### src/rtl/back_leakyrelu_derivative_pkg.sv
// Constants shared by the feed/back leaky-ReLU activation blocks.
package back_leakyrelu_derivative_pkg;

  localparam logic [31:0] FP_QUARTER  = 32'h3E80_0000;
  localparam logic [31:0] FP_HALF     = 32'h3F00_0000;
  localparam int unsigned MUL_LATENCY = 7;

  // Derivative factor chosen by the forward pre-activation sign (-0.0 is negative).
  function automatic logic [31:0] leaky_factor(input logic sign);
    return sign ? FP_QUARTER : FP_HALF;
  endfunction

endpackage

### src/rtl/back_leakyrelu_derivative_mul.sv
// FP32 multiplier, round-to-nearest-even, subnormals flushed to zero,
// fixed MUL_LATENCY-cycle pipeline with synchronous active-low reset.
module multiplier_floating_point32
  import back_leakyrelu_derivative_pkg::*;
(
  input  logic        clk,
  input  logic        rstn,
  input  logic        valid_in,
  input  logic [31:0] inA,
  input  logic [31:0] inB,
  output logic        valid_out,
  output logic [31:0] out_data
);

  localparam int unsigned LAT = MUL_LATENCY;

  logic        sign_c, norm_c, guard_c, sticky_c, rnd_c, carry_c;
  logic        a_zero_c, b_zero_c, a_inf_c, b_inf_c, a_nan_c, b_nan_c;
  logic [47:0] prod_c;
  logic [22:0] mant_c;
  logic [23:0] mant_r_c;
  logic [9:0]  exp_c;
  logic [31:0] result_c;

  logic [31:0]    data_q [LAT];
  logic [LAT-1:0] valid_q;

  // Combinational product of the two operands.
  always_comb begin
    sign_c   = inA[31] ^ inB[31];
    a_zero_c = (inA[30:23] == 8'h00);
    b_zero_c = (inB[30:23] == 8'h00);
    a_inf_c  = (inA[30:23] == 8'hFF) && (inA[22:0] == 23'h0);
    b_inf_c  = (inB[30:23] == 8'hFF) && (inB[22:0] == 23'h0);
    a_nan_c  = (inA[30:23] == 8'hFF) && (inA[22:0] != 23'h0);
    b_nan_c  = (inB[30:23] == 8'hFF) && (inB[22:0] != 23'h0);
    prod_c   = 48'({1'b1, inA[22:0]}) * 48'({1'b1, inB[22:0]});
    norm_c   = prod_c[47];
    mant_c   = norm_c ? prod_c[46:24] : prod_c[45:23];
    guard_c  = norm_c ? prod_c[23] : prod_c[22];
    sticky_c = norm_c ? (|prod_c[22:0]) : (|prod_c[21:0]);
    rnd_c    = guard_c && (sticky_c || mant_c[0]);
    mant_r_c = {1'b0, mant_c} + 24'(rnd_c);
    carry_c  = mant_r_c[23];
    exp_c    = 10'(inA[30:23]) + 10'(inB[30:23]) + 10'(norm_c) + 10'(carry_c);
    result_c = {sign_c, 8'(exp_c - 10'd127), mant_r_c[22:0]};
    if (a_nan_c || b_nan_c || (a_inf_c && b_zero_c) || (b_inf_c && a_zero_c)) begin
      result_c = 32'h7FC0_0000;
    end else if (a_inf_c || b_inf_c) begin
      result_c = {sign_c, 8'hFF, 23'h0};
    end else if (a_zero_c || b_zero_c || (exp_c <= 10'd127)) begin
      result_c = {sign_c, 31'h0};
    end else if (exp_c >= 10'd382) begin
      result_c = {sign_c, 8'hFF, 23'h0};
    end
  end

  // Delay line carrying result and valid to the fixed latency.
  always_ff @(posedge clk) begin
    if (!rstn) begin
      valid_q <= '0;
      for (int i = 0; i < int'(LAT); i++) data_q[i] <= '0;
    end else begin
      valid_q   <= {valid_q[LAT-2:0], valid_in};
      data_q[0] <= result_c;
      for (int i = 1; i < int'(LAT); i++) data_q[i] <= data_q[i-1];
    end
  end

  assign valid_out = valid_q[LAT-1];
  assign out_data  = data_q[LAT-1];

endmodule

### src/rtl/back_leakyrelu_derivative.sv
// Leaky-ReLU backward pass: buffers forward signs, scales each backward error
// by 0.25 (negative pre-activation) or 0.5 (non-negative).
module back_leakyrelu_derivative
  import back_leakyrelu_derivative_pkg::*;
#(
  parameter int unsigned DATA_WIDTH = 32,
  parameter int unsigned DEPTH      = 64,
  parameter int unsigned ADDR_WIDTH = 6
) (
  input  logic                  clk,
  input  logic                  rst_n,
  input  logic                  i_fwd_valid,
  input  logic [DATA_WIDTH-1:0] i_fwd_data,
  input  logic                  i_flush,
  input  logic                  i_err_valid,
  input  logic [DATA_WIDTH-1:0] i_err_data,
  output logic [DATA_WIDTH-1:0] o_err_data,
  output logic                  o_err_valid,
  output logic                  o_full,
  output logic                  o_empty,
  output logic                  o_overflow,
  output logic                  o_underflow
);

  localparam logic [ADDR_WIDTH:0] DEPTH_CNT = (ADDR_WIDTH+1)'(DEPTH);

  logic [DEPTH-1:0]      sign_mem;
  logic [ADDR_WIDTH-1:0] wr_ptr, rd_ptr, wr_ptr_next, rd_ptr_next;
  logic [ADDR_WIDTH:0]   count, count_next;
  logic                  overflow_next, underflow_next;
  logic                  is_full_c, is_empty_c, push_c, pop_c, head_sign_c;
  logic [31:0]           factor_c, mul_out;
  logic                  unused_fwd_bits;

  assign unused_fwd_bits = ^i_fwd_data[DATA_WIDTH-2:0];

  // Sign FIFO next-state; flush overrides any same-cycle push or pop.
  always_comb begin
    is_full_c      = (count == DEPTH_CNT);
    is_empty_c     = (count == '0);
    push_c         = i_fwd_valid && !is_full_c && !i_flush;
    pop_c          = i_err_valid && !is_empty_c && !i_flush;
    head_sign_c    = !is_empty_c && sign_mem[rd_ptr];
    factor_c       = leaky_factor(head_sign_c);
    wr_ptr_next    = wr_ptr;
    rd_ptr_next    = rd_ptr;
    count_next     = count;
    overflow_next  = o_overflow;
    underflow_next = o_underflow;
    if (i_flush) begin
      wr_ptr_next = '0;
      rd_ptr_next = '0;
      count_next  = '0;
    end else begin
      if (push_c) wr_ptr_next = wr_ptr + ADDR_WIDTH'(1);
      if (pop_c)  rd_ptr_next = rd_ptr + ADDR_WIDTH'(1);
      count_next     = count + (ADDR_WIDTH+1)'(push_c) - (ADDR_WIDTH+1)'(pop_c);
      overflow_next  = o_overflow  || (i_fwd_valid && is_full_c);
      underflow_next = o_underflow || (i_err_valid && is_empty_c);
    end
  end

  always_ff @(posedge clk) begin
    if (rst_n) begin
      wr_ptr      <= '0;
      rd_ptr      <= '0;
      count       <= '0;
      o_full      <= 1'b0;
      o_empty     <= 1'b1;
      o_overflow  <= 1'b0;
      o_underflow <= 1'b0;
    end else begin
      wr_ptr      <= wr_ptr_next;
      rd_ptr      <= rd_ptr_next;
      count       <= count_next;
      o_full      <= (count_next == DEPTH_CNT);
      o_empty     <= (count_next == '0);
      o_overflow  <= overflow_next;
      o_underflow <= underflow_next;
    end
  end

  // Sign storage needs no reset: only entries behind the write pointer are read.
  always_ff @(posedge clk) begin
    if (push_c) sign_mem[wr_ptr] <= i_fwd_data[DATA_WIDTH-1];
  end

  multiplier_floating_point32 u_mul (
    .clk       (clk),
    .rstn      (~rst_n),
    .valid_in  (i_err_valid),
    .inA       (32'(i_err_data)),
    .inB       (factor_c),
    .valid_out (o_err_valid),
    .out_data  (mul_out)
  );

  assign o_err_data = DATA_WIDTH'(mul_out);

endmodule

### config.mk
export PLATFORM = sky130hd
export DESIGN_NAME = back_leakyrelu_derivative
export DESIGN_NICKNAME = d
export VERILOG_FILES = /design/src/rtl/back_leakyrelu_derivative_pkg.sv /design/src/rtl/back_leakyrelu_derivative_mul.sv /design/src/rtl/back_leakyrelu_derivative.sv
export SDC_FILE = /design/constraint.sdc
export NUM_CORES = 1
export LEC_CHECK = 0
export ABC_AREA = 1
export BUFFER_PORTS_ARGS = -buffer_cell sky130_fd_sc_hd__buf_2
export CORE_UTILIZATION = 40
export CTS_CLUSTER_DIAMETER = 150
export DETAILED_ROUTE_END_ITERATION = 12
export GPL_TIMING_DRIVEN = 0
export SYNTH_ARGS = -nofsm -noshare
export SYNTH_HDL_FRONTEND = slang
export SYNTH_SLANG_ARGS = --single-unit
### constraint.sdc
create_clock -name clk -period 7.4 [get_ports clk]
set_clock_uncertainty 0.1 [all_clocks]
set_input_delay 0.74 -clock clk [delete_from_list [all_inputs] [get_ports clk]]
set_output_delay 0.74 -clock clk [all_outputs]
set_load 0.02 [all_outputs]
Yosys cells after proc, flatten, opt, wreduce, memory -nomap -nowiden. Memories as Yosys holds them, arrays and structs flattened. Index checks and enable logic that the tools add are counted.

Register bits after elaboration: 94. RAM bits: 224. Input port bits: 69. Output and inout port bits: 37. Word-level logic and storage cells: 98. Memories: 1.

Add/sub/neg operators: 9. $mul: 1. Order comparisons: 5. Equality and inequality tests: 4. Mux-type cells: 23. Bitwise operators: 8. Reductions and logical operators: 38.

Memory list: u_mul.data_q (words 7, bits a word 32, rd ports 7, clocked after Yosys merged registers in 0, wr ports 7, RTL line back_leakyrelu_derivative_mul.sv:25) `logic [31:0] data_q [LAT];`.

Operators by type and width (count): $mux W32 (8); $mux W31 (3); $bwmux W64 (1); $mul A24 B24 Y48 (1); $logic_not A23 Y1 (2); $reduce_bool A23 Y1 (2); $mux W25 (1); $add A23 B1 Y24 (1); $mux W23 (1); $reduce_or A23 Y1 (1); $reduce_or A22 Y1 (1); $add A10 B1 Y10 (2); $logic_not A8 Y1 (2); $logic_and A1 B1 Y1 (15); $eq A7 B7 Y1 const B (2); $logic_not A7 Y1 (2); $lt A6 B7 Y1 const B (2); $add A6 B1 Y6 const B (2); $ge A10 B9 Y1 const B (1); $le A10 B7 Y1 const B (1); $add A8 B7 Y9 (1); $logic_or A1 B1 Y1 (9); $eq A7 B8 Y1 const B (1); $eq A8 B8 Y1 const B (1); other kinds (12) (25).

Depth between registers and ports, before layout.
Depth in word-level cells: 17. Depth in mapped cells: 27. Gate-level depth less buffers: 26.

By module. Synthesis repeated with hierarchy kept, for this count alone.

Cells, all modules: 4413. Area total of the unflattened synthesis: 33385.8 um2.

By module, submodules not included: multiplier_floating_point32 (instances 1, cells each 3901, area each 28894.0 um2, seq. area each 4624.4 um2); back_leakyrelu_derivative (instances 1, cells each 512, area each 4491.8 um2, seq. area each 2382.3 um2).

Worst setup path before layout. OpenSTA, ideal clock, no wires.

Path kind: reg2reg. Start point: reg rd_ptr[0]. End point: mem u_mul.data_q[0][10]. Setup time: 0.112 ns. Arrival time: 3.041 ns. Data required time: 7.188 ns. Slack: 4.147 ns. Cell stages (with the launch flop): 27. Buffers on the path: 3. Clock period less this slack: 3.253 ns. Cells stage by stage: dfxtp_1 buf_2 inv_1 buf_2 nand2_1 nand2_1 nand2_1 a21oi_1 nor2_1 nand2_1 nand3_1 a21oi_1 ha_1 inv_1 fa_1 inv_1 ha_1 nor2_1 nor2_1 nand2_1 nor2_1 nand2_1 nand2_2 nand2_4 nand2_4 buf_6 nor2_2.

RTL lines: from (decl) (RTL line back_leakyrelu_derivative.sv:28) `logic [ADDR_WIDTH-1:0] wr_ptr, rd_ptr, wr_ptr_next, rd_ptr_next;`; from (signal assigned) (RTL line back_leakyrelu_derivative.sv:74) `rd_ptr <= rd_ptr_next;`; to (decl) (RTL line back_leakyrelu_derivative_mul.sv:25).

==> flow_summary.ini <==
[cts]
cts-buffers-inserted = 31
cts_num_sinks = 318
htree_levels = 1
clock_latency_ps = 550
cts_setup_buffers = 0
ctsResizeCount = 0
root_buffer = clkbuf_16
cts_buffer_depth = 3
cts_tree = done
postCtsHoldBufs = 0
clk_pin_slew_ps = 70

[floorplanning]
core-area_sq_mm = 0.02801
die_area_sq_mm = 0.02940
rows = 61
die_h_um = 171.5
ios = 106
die_w_um = 171.5
start_util_pct = 41.01

[route]
vias_per_cell = 4.106
drtPass1Iterations = 4
ant_nets = 0
drc = 0
wire_per_inst_um = 11.06
drtIter0Drc = 353
vias = 7572
routed_wl_um = 20400

[layout]
drive_gt1_share_pct = 14.39
final_nets = 1527
antennaDiodeCount = 0
area_growth_pct = 17.04

[power]
ir_drop_mv = 0.1832
power_density_mw_per_mm2 = 297.6
power.total_uw = 4001
p_leak_uw = 0.005743

[logic_synthesis]
avgSynthCellArea_sq_um = 8.604
syn-num-nets = 1421
syn_area_sq_mm = 0.01149
synth-seq-cells = 318
synth_cells = 1335
ys_warn_count = 0
yosysSeqAreaShare_pct = 61.00
ys_types = 32

[global_routing]
grt_pass1_vias = 7165
grt_max_degree = 65
gr-usage-all-layers_pct = 14.34
antenna_found_initial = 0
grt-ovfl-total = 0
grt_pass1_wl_um = 34000

[sta]
min_period_ps = 4156
drv_slew = 0
rsz0062_at_grt = no
finalSetupViolCount = 0
holdWs_ps = 298.4
max_slew_margin_pct = 34.35
hold_violations = 0
fin_tns_setup_ps = 0
max_freq_mhz = 240.6
tightestPinTransition_ps = 984.8
fin_crit_sh_pct = 56.16

[place]
hpwlAfterDp_um = 14120
port_buffers = 73
globalplace.congestion = 0.7885

[run_status]
outcome = completed

[setup_path]
cp_cell_sequence = inv_1, buf_1, nand2_1, a21oi_1, nor2_1, nand2_1, nand3_1, a21oi_1, ha_1, inv_1, fa_1, inv_1, ha_1, nor2_1, nor2_1, nand2_1, nor2_1, nand2_1, nand2_2, nand2_4, nand2_4, buf_6, nor2_2
rr_endpoint = u_mul.data_q[0][2]
crit_required_ps = 7800
cp-end-kind = register
r2r_slack_ps = 3240
slowest_delay_ps = 550
path_buf_inv = 5
reg2reg_from = rd_ptr[1]
reg2reg_depth = 23
critPathArrivalTime_ps = 4550
worstSetupPathDepth = 23
slowest_stage = buf_1
cp_max_fo = 10
crit_type = register to register
cp-start-kind = register
critPathTopFamily = simple AND/OR/NAND/NOR gates

[min_path]
min-delay-start = u_mul.data_q[0][58]
worstHoldEndpoint = u_mul.data_q[0][90]
worstHoldPathCells = 2
hold_class = register to register

[job]
cap_viol_max_count = 0
power breakdown:
part / total, uW / internal (uW) / leakage [uW] / switching (uW)
registers: 1850 / 1830 / 0.00264 / 22.4
clock network: 1650 / 994 / 0.000552 / 658
logic: 496 / 171 / 0.00255 / 325
total: 4000 / 3000 / 0.00574 / 1010
per-layer routing:
metal / wire (um) / GRT usage, %
met2: 8821 / 22.43
met3: 1197 / 2.232
met5: 0 / 0
met4: 465 / 4.503
met1: 9914 / 20.27
area by class of cell:
type / count / area, sq um
fillers: 2713 / 14570
flip-flops and latches: 318 / 7007
multi-input cells: 661 / 2997
inverters: 287 / 1077
clock buffers: 42 / 930.9
well taps: 378 / 473.0
plain buffers: 69 / 405.4
repair buffers: 73 / 365.4
clock inverters: 16 / 187.7
cell families (layout without fill, tap and decap cells):
group | after synthesis | count (layout) | synth area share (%)
flip-flops | 318 | 318 | 61.00
AO/OA/AOI/OAI | 53 | 53 | 2.353
buffers and inverters | 356 | 487 | 12.91
XOR/XNOR | 6 | 6 | 0.5230
AND/OR/NAND/NOR | 585 | 585 | 21.23
adder cells (fa/ha/maj) | 17 | 17 | 1.983
worst register-to-register path, stage by stage, from the launching register on:
cell and delay [ps]:
dfxtp_1 330, inv_1 240, buf_1 550, nand2_1 160, a21oi_1 180, nor2_1 60
nand2_1 80, nand3_1 100, a21oi_1 430, ha_1 260, inv_1 50, fa_1 470
inv_1 70, ha_1 200, nor2_1 110, nor2_1 50, nand2_1 60, nor2_1 40
nand2_1 60, nand2_2 60, nand2_4 120, nand2_4 80, buf_6 150, nor2_2 90
state kept, by name, indices dropped and copies added (netlist names):
signal,flops
o_full,1
u_mul.data_q,224
o_overflow,1
rd_ptr,6
sign_mem,64
wr_ptr,6
count,7
o_underflow,1
u_mul.valid_q,7
o_empty,1
Yosys cell counts, drive strengths merged:
library cell  number  area share (%)
a211oi             1           0.065
a21oi             21            0.92
buf               44             2.7
clkbuf            25            0.82
dfxtp            254              44
edfxtp            64              17
fa                 2            0.35
ha                15             1.6
inv              287             9.4
nand2            143             5.0
nand3             52             2.4
nand3b             2            0.13
nand4             13            0.71
nor2             360              12
nor3              10            0.44
nor4               3            0.16
o211ai             1           0.065
o21ai             30             1.3
or2                2            0.11
xnor2              3            0.23
xor2               3            0.29
worst max-delay path by stage:
stage	start	endpoint	slack [ps]
finish	rd_ptr[1]	u_mul.data_q[0][2]	3240
global route	rd_ptr[1]	u_mul.data_q[0][2]	2890
CTS	rd_ptr[1]	u_mul.data_q[0][2]	3210
detailed placement	rd_ptr[1]	u_mul.data_q[0][20]	3220
global placement	rd_ptr[1]	u_mul.data_q[0][20]	3230
floorplan	rd_ptr[0]	u_mul.data_q[0][10]	4150
metrics by stage:
step	cell area, sq um	utilization (%)	setup slack, ps	std cells
floorplan	11490	-	4147	1335
global placement	12320	44.00	3231	1786
detailed placement	12320	44.00	3218	1786
CTS	13440	47.99	3215	1844
global route	13440	47.99	2891	1844
finish	13440	47.99	3244	1844
cells in the final DEF (no fill, tap or decap), drive strengths merged, types with 21 or more instances in the layout:
| cell | n |
|---|---|
| inv | 290 |
| dfxtp | 254 |
| edfxtp | 64 |
| a21oi | 21 |
| clkbuf | 67 |
| o21ai | 30 |
| nand2 | 143 |
| buf | 117 |
| nand3 | 52 |
| nor2 | 360 |
(Power assumes the default switching activity.)
